[config.mk]
export PLATFORM = sky130hd
export DESIGN_NAME = dcache1_wb_queue
export DESIGN_NICKNAME = d
export VERILOG_FILES = /design/src/rtl/dcache1_wb_queue_pkg.sv /design/src/rtl/dcache1_wbq_cam.sv /design/src/rtl/dcache1_wb_queue.sv
export SDC_FILE = /design/constraint.sdc
export NUM_CORES = 1
export LEC_CHECK = 0
export CAP_MARGIN = 20
export CORE_MARGIN = 2
export CORE_UTILIZATION = 25
export DETAILED_ROUTE_END_ITERATION = 10
export SETUP_SLACK_MARGIN = 0.5
export SYNTH_ARGS = -nofsm -noshare
export SYNTH_HDL_FRONTEND = slang
export SYNTH_SLANG_ARGS = --single-unit
[constraint.sdc]
create_clock -name clk -period 10.14 [get_ports clk]
set_input_delay 3.042 -clock clk [delete_from_list [all_inputs] [get_ports clk]]
set_output_delay 3.042 -clock clk [all_outputs]
set_load 0.03 [all_outputs]
[src/rtl/dcache1_wb_queue_pkg.sv]
// Shared sizing and handshake state encoding for the dcache1 writeback (eviction) queue.
package dcache1_wb_queue_pkg;

    localparam int DC1WBQ_DEPTH = 4;
    localparam int DC1WBQ_AW    = 37;

    typedef enum logic [1:0] {
        DC1WBQ_IDLE = 2'd0,
        DC1WBQ_REQ  = 2'd1,
        DC1WBQ_WAIT = 2'd2
    } dc1wbq_state_e;

endpackage

[src/rtl/dcache1_wbq_cam.sv]
// Parallel address comparator: one equality check per queue entry, gated by a per-entry mask.
module dcache1_wbq_cam
    import dcache1_wb_queue_pkg::*;
#(
    parameter int DEPTH = DC1WBQ_DEPTH,
    parameter int AW    = DC1WBQ_AW
) (
    input  logic [DEPTH*AW-1:0] entries,
    input  logic [DEPTH-1:0]    mask,
    input  logic [AW-1:0]       key,
    output logic [DEPTH-1:0]    match
);

    for (genvar i = 0; i < DEPTH; i++) begin : g_cmp
        assign match[i] = mask[i] & (entries[i*AW +: AW] == key);
    end

endmodule

[src/rtl/dcache1_wb_queue.sv]
// Victim-line eviction queue: captures refill victims, issues them in order to L2 over
// req/ack/done, and keeps every entry CAM-visible until its writeback is done.
module dcache1_wb_queue
    import dcache1_wb_queue_pkg::*;
#(
    parameter int DEPTH = DC1WBQ_DEPTH,
    parameter int AW    = DC1WBQ_AW
) (
    input  logic          clk,
    input  logic          rst,
    input  logic          wb_en,
    input  logic [AW-1:0] wb_addr,
    input  logic          wb_valid,
    output logic          full,
    output logic          ovf_err,
    output logic          l2_req,
    output logic [AW-1:0] l2_addr,
    input  logic          l2_ack,
    input  logic          l2_done,
    input  logic [AW-1:0] chk_addr,
    output logic          chk_hit
);

    localparam int PW = $clog2(DEPTH);
    localparam int CW = PW + 1;
    localparam logic [CW-1:0] CNT_MAX  = CW'(DEPTH);
    localparam logic [CW-1:0] CNT_FULL = CW'(DEPTH - 1);

    logic [AW-1:0]       entry_addr [DEPTH];
    logic [DEPTH*AW-1:0] entry_flat;
    logic [DEPTH-1:0]    entry_vld;
    logic [DEPTH-1:0]    issued_mask;
    logic [DEPTH-1:0]    merge_match;
    logic [DEPTH-1:0]    chk_match;
    logic [PW-1:0]       head;
    logic [PW-1:0]       tail;
    logic [CW-1:0]       count;
    logic [CW-1:0]       count_next;
    logic                ovf_q;
    logic                push;
    logic                merge;
    logic                pop;
    logic                alloc;
    logic                drop;
    dc1wbq_state_e       state;
    dc1wbq_state_e       state_next;

    for (genvar i = 0; i < DEPTH; i++) begin : g_flat
        assign entry_flat[i*AW +: AW] = entry_addr[i];
    end

    // Once the head is in WAIT, L2 may already hold its data, so it must not absorb merges.
    always_comb begin
        issued_mask = '0;
        if (state == DC1WBQ_WAIT) begin
            issued_mask[head] = 1'b1;
        end
    end

    dcache1_wbq_cam #(.DEPTH(DEPTH), .AW(AW)) u_merge_cam (
        .entries (entry_flat),
        .mask    (entry_vld & ~issued_mask),
        .key     (wb_addr),
        .match   (merge_match)
    );

    dcache1_wbq_cam #(.DEPTH(DEPTH), .AW(AW)) u_chk_cam (
        .entries (entry_flat),
        .mask    (entry_vld),
        .key     (chk_addr),
        .match   (chk_match)
    );

    assign push  = wb_en & wb_valid;
    assign merge = |merge_match;
    assign pop   = (state == DC1WBQ_WAIT) & l2_done;
    // A pop on a full queue frees the very slot the tail is about to write.
    assign alloc = push & ~merge & ((count != CNT_MAX) | pop);
    assign drop  = push & ~merge & (count == CNT_MAX) & ~pop;
    assign count_next = count + CW'(alloc) - CW'(pop);

    // NOTE: every output and next-state variable gets a default first so no path infers a latch.
    always_comb begin
        state_next = state;
        l2_req     = 1'b0;
        l2_addr    = '0;
        unique case (state)
            DC1WBQ_IDLE: begin
                if (count != '0) state_next = DC1WBQ_REQ;
            end
            DC1WBQ_REQ: begin
                l2_req  = 1'b1;
                l2_addr = entry_addr[head];
                if (l2_ack) state_next = DC1WBQ_WAIT;
            end
            DC1WBQ_WAIT: begin
                if (l2_done) state_next = (count != CW'(1)) ? DC1WBQ_REQ : DC1WBQ_IDLE;
            end
            default: state_next = DC1WBQ_IDLE;
        endcase
    end

    // NOTE: sequential state uses non-blocking assignments so all flops see pre-edge values.
    always_ff @(negedge clk) begin
        if (rst) begin
            state <= DC1WBQ_IDLE;
        end else begin
            state <= state_next;
        end
    end

    always_ff @(negedge clk) begin
        if (rst) begin
            head      <= '0;
            tail      <= '0;
            count     <= '0;
            entry_vld <= '0;
            ovf_q     <= 1'b0;
        end else begin
            if (pop) begin
                entry_vld[head] <= 1'b0;
                head            <= head + PW'(1);
            end
            // Placed after the pop so a same-slot push/pop leaves the entry occupied.
            if (alloc) begin
                entry_vld[tail] <= 1'b1;
                tail            <= tail + PW'(1);
            end
            count <= count_next;
            if (drop) ovf_q <= 1'b1;
        end
    end

    // NOTE: address storage has no reset; entry_vld alone decides whether a slot is meaningful.
    always_ff @(negedge clk) begin
        if (alloc) begin
            entry_addr[tail] <= wb_addr;
        end
    end

    assign full    = (count >= CNT_FULL);
    assign ovf_err = ovf_q;
    assign chk_hit = |chk_match;

endmodule
==> implementation parameters <==
Parameter                              Value

Status
  Outcome    finished, violations left
  Failing checks    negative setup slack

Placed design
  Post-placement cell area    12800 um^2
  Last weighted congestion value of the routability-driven placer    0.939
  Dpl hpwl    between 30000 and 40000 um
  Post-place setup slack    -1.30 ns
  Number of I/O port buffers    120

Setup path
  Arrival time at the worst endpoint    5.76 ns
  Critical path's slowest cell    sky130_fd_sc_hd__or4_1
  Critical path's largest stage delay    0.52 ns
  Worst path buffer plus inverter count    7
  CP Class    in -> reg
  Data required time at the worst endpoint    about 5.3 ns
  Kind of launch point of the worst setup path    input pin
  Kind of end point of the critical path    flip-flop
  Critical Path, Cell by Cell    dlygate4sd2_1 > buf_6 > xor2_4 > nor4_1 > nand4_1 > or4_1 > nand4_1 > nor2b_2 > buf_4 > buf_6 > buf_8 > and2_4 > buf_12 > clkbuf_16
  Top delay family on crit path    simple AND/OR/NAND/NOR gates
  Biggest fanout along the worst timing path    6

Drt
  Via count    8414
  DR pass1 iterations    5
  Via/cell ratio    4.80
  Detailed router's first-iteration violation count    just under 800
  Total length of routed wires    around 43000 um
  Wirelength per Cell    around 24 um
  Count of antenna-violating nets left after detailed routing    0
  DRC violation count after routing    0

Floorplanning
  Horizontal die dimension    201 um
  Boundary Pins    121
  Area of the core region    approximately 39000 um^2
  Starting utilization of the core area    0.253
  Die boundary height    201 um
  Area enclosed by the die boundary    40600 um^2
  Count of standard-cell rows    slightly above 70

Timing
  Tightest Pin Transition    0.619 ns
  RSZ-0062 raised after global routing    yes
  Hold violation total from the final report    0
  Final WS setup    -0.456 ns
  Number of pins exceeding their max-slew limit in the final report    0
  Max-slew headroom at the worst pin    0.583
  Setup violations, final    159
  Final setup skew    about 0.039 ns

Clock network
  Cts bufs inserted    17
  Clock-pin slew reported for the worst setup and hold paths after clock tree synthesis    about 0.030 ns
  Longest Clk Path Bufs    2
  Clock latency at the later pin of the worst-skew pair    a little under 0.5 ns
  CTS HTree Levels    4
  CTS Root Buffer Type    sky130_fd_sc_hd__clkbuf_16
  Clock tree from TritonCTS    done
  Hold-fix buffer count after cts    0
  Clock sink count    164

Synth
  Synth cell types    38
  EDFF count, synth    ~150
  Flip-flop and latch count after synthesis    164
  Post-synthesis net count    844
  Gate count after technology mapping    752
  Number of warnings printed during yosys synthesis    0
  Cell type with the largest total area after synthesis    sky130_fd_sc_hd__edfxtp_1
  Biggest area contributors in the synthesized netlist    sky130_fd_sc_hd__edfxtp_1, sky130_fd_sc_hd__xnor2_1, sky130_fd_sc_hd__xor2_1
  Avg Inst Size Synth    13.0 um^2
  Post-synthesis cell area    between 9000 and 10000 um^2
  Fraction of synthesized cell area taken by the top area cell type    0.456
  Leading register cell type out of synthesis    sky130_fd_sc_hd__edfxtp_1
  Post-synth ARST share    0
  Sequential element share of the synthesized area    0.489

GRT
  Wire length of the first global-routing pass    58200 um
  Gr usage total    0.203
  Largest net degree at the start of global routing    38
  Number of global-route vias before repair    just under 9000
  Number of antenna violations at the first check in global routing    2
  Remaining global-route overflow    0

Cells and area
  Most common cell after layout, fill and taps aside    sky130_fd_sc_hd__inv_1
  Net count reported at finish    1314
  Post-Layout Inst Area    15800 um^2
  Area added between synthesis and finish    61.7%
  Number of fill cells    around 3700
  Fraction of layout instances using a drive strength above 1    0.353
  Most frequent cells in the layout    sky130_fd_sc_hd__inv_1, sky130_fd_sc_hd__edfxtp_1, sky130_fd_sc_hd__xnor2_1

Power
  Pwr Density    162 nW/um^2
  Worst ir drop on vdd    104 uV
  Total leakage power    0.00627 uW

Worst hold path
  Worst Hold Class    reg -> reg

Job
  Max_cap viols    0
[power breakdown]
group          internal [uW]  total [uW]  switching, uW  leakage (uW)
Combinational            360         785            425       0.00362
Clock                    441         951            510       0.00117
Sequential               780         817           37.2       0.00147
[flip-flops by register name, summed over array words and instances (netlist names), named ones only]
signal,flops
count,3
entry_addr,148
ovf_err,1
entry_vld,4
state,2
tail,2
head,2
[worst paths after layout]
| check | startpoint | to | slack [ns] | depth (start not counted) |
|---|---|---|---|---|
| max | wb_addr[5] | entry_addr[1][20] | -0.46 | 14 |
| min | ovf_err | ovf_err | 0.48 | 1 |
| max reg2reg | entry_addr[0][30] | entry_addr[1][20] | 6.76 | 13 |
| min reg2reg | ovf_err | ovf_err | 0.48 | 1 |
[layer usage]
| metal | vias up | part of all wire | GRT usage |
|---|---|---|---|
| met4 | 2 | 0.042 | 0.105 |
| met1 | 4161 | 0.40 | 0.252 |
| met2 | 473 | 0.46 | 0.315 |
| met5 | - | 0.00030 | 0 |
| met3 | 99 | 0.090 | 0.0656 |
| li1 | 3679 | - | - |
[final cells by class]
class / count / area, um^2 / share of cell area
antenna: 1 / 2.50 / 0.000159
multi-input combinational: 542 / 5600 / 0.355
tap: 518 / 648 / 0.0411
inverter: 17 / 63.8 / 0.00405
sequential: 164 / 4770 / 0.303
clock inverter: 179 / 790 / 0.0501
clock buffer: 17 / 425 / 0.0270
timing repair buffer: 316 / 3460 / 0.220
[repair_timing]
action,CTS,global route
pin swaps,26,27
buffers inserted,6,21
setup endpoints to repair,198,198
gates cloned,14,10
gates resized for setup,134,147
[cells in the mapped netlist, types with 4 or more instances]
cell type	n
sky130_fd_sc_hd__nor4_1	41
sky130_fd_sc_hd__inv_1	18
sky130_fd_sc_hd__nand4_1	46
sky130_fd_sc_hd__o2bb2ai_1	4
sky130_fd_sc_hd__xor2_1	143
sky130_fd_sc_hd__and2_1	5
sky130_fd_sc_hd__clkbuf_1	20
sky130_fd_sc_hd__nor2_1	12
sky130_fd_sc_hd__xnor2_1	149
sky130_fd_sc_hd__mux4_2	37
sky130_fd_sc_hd__ha_1	11
sky130_fd_sc_hd__nor2b_1	43
sky130_fd_sc_hd__nand2_1	10
sky130_fd_sc_hd__nand2b_1	5
sky130_fd_sc_hd__dfxtp_1	16
sky130_fd_sc_hd__edfxtp_1	148
sky130_fd_sc_hd__nand3_1	5
sky130_fd_sc_hd__a21oi_1	4
[stage by stage]
stage	power [uW]	hold slack, ns	cells	setup TNS, ns	util
floorplan	1230	0.452	752	-3.79	-
global placement	1540	0.478	1507	-150.42	0.332
detailed placement	1540	0.476	1507	-154.95	0.332
CTS	2470	0.489	1722	-30.77	0.385
global route	2690	0.519	1753	-56.77	0.409
finish	2550	0.480	1754	-55.58	0.409
[kinds of logic after synthesis]
kind of cell	Yosys count	synth area share
xor+xnor	292	0.262
flops	164	0.489
mux	39	0.0877
buf+inv	46	0.0199
compound gates	24	0.0186
fa+ha+maj	12	0.0162
simple gates	175	0.106
Power figures use the tool's default switching activity.
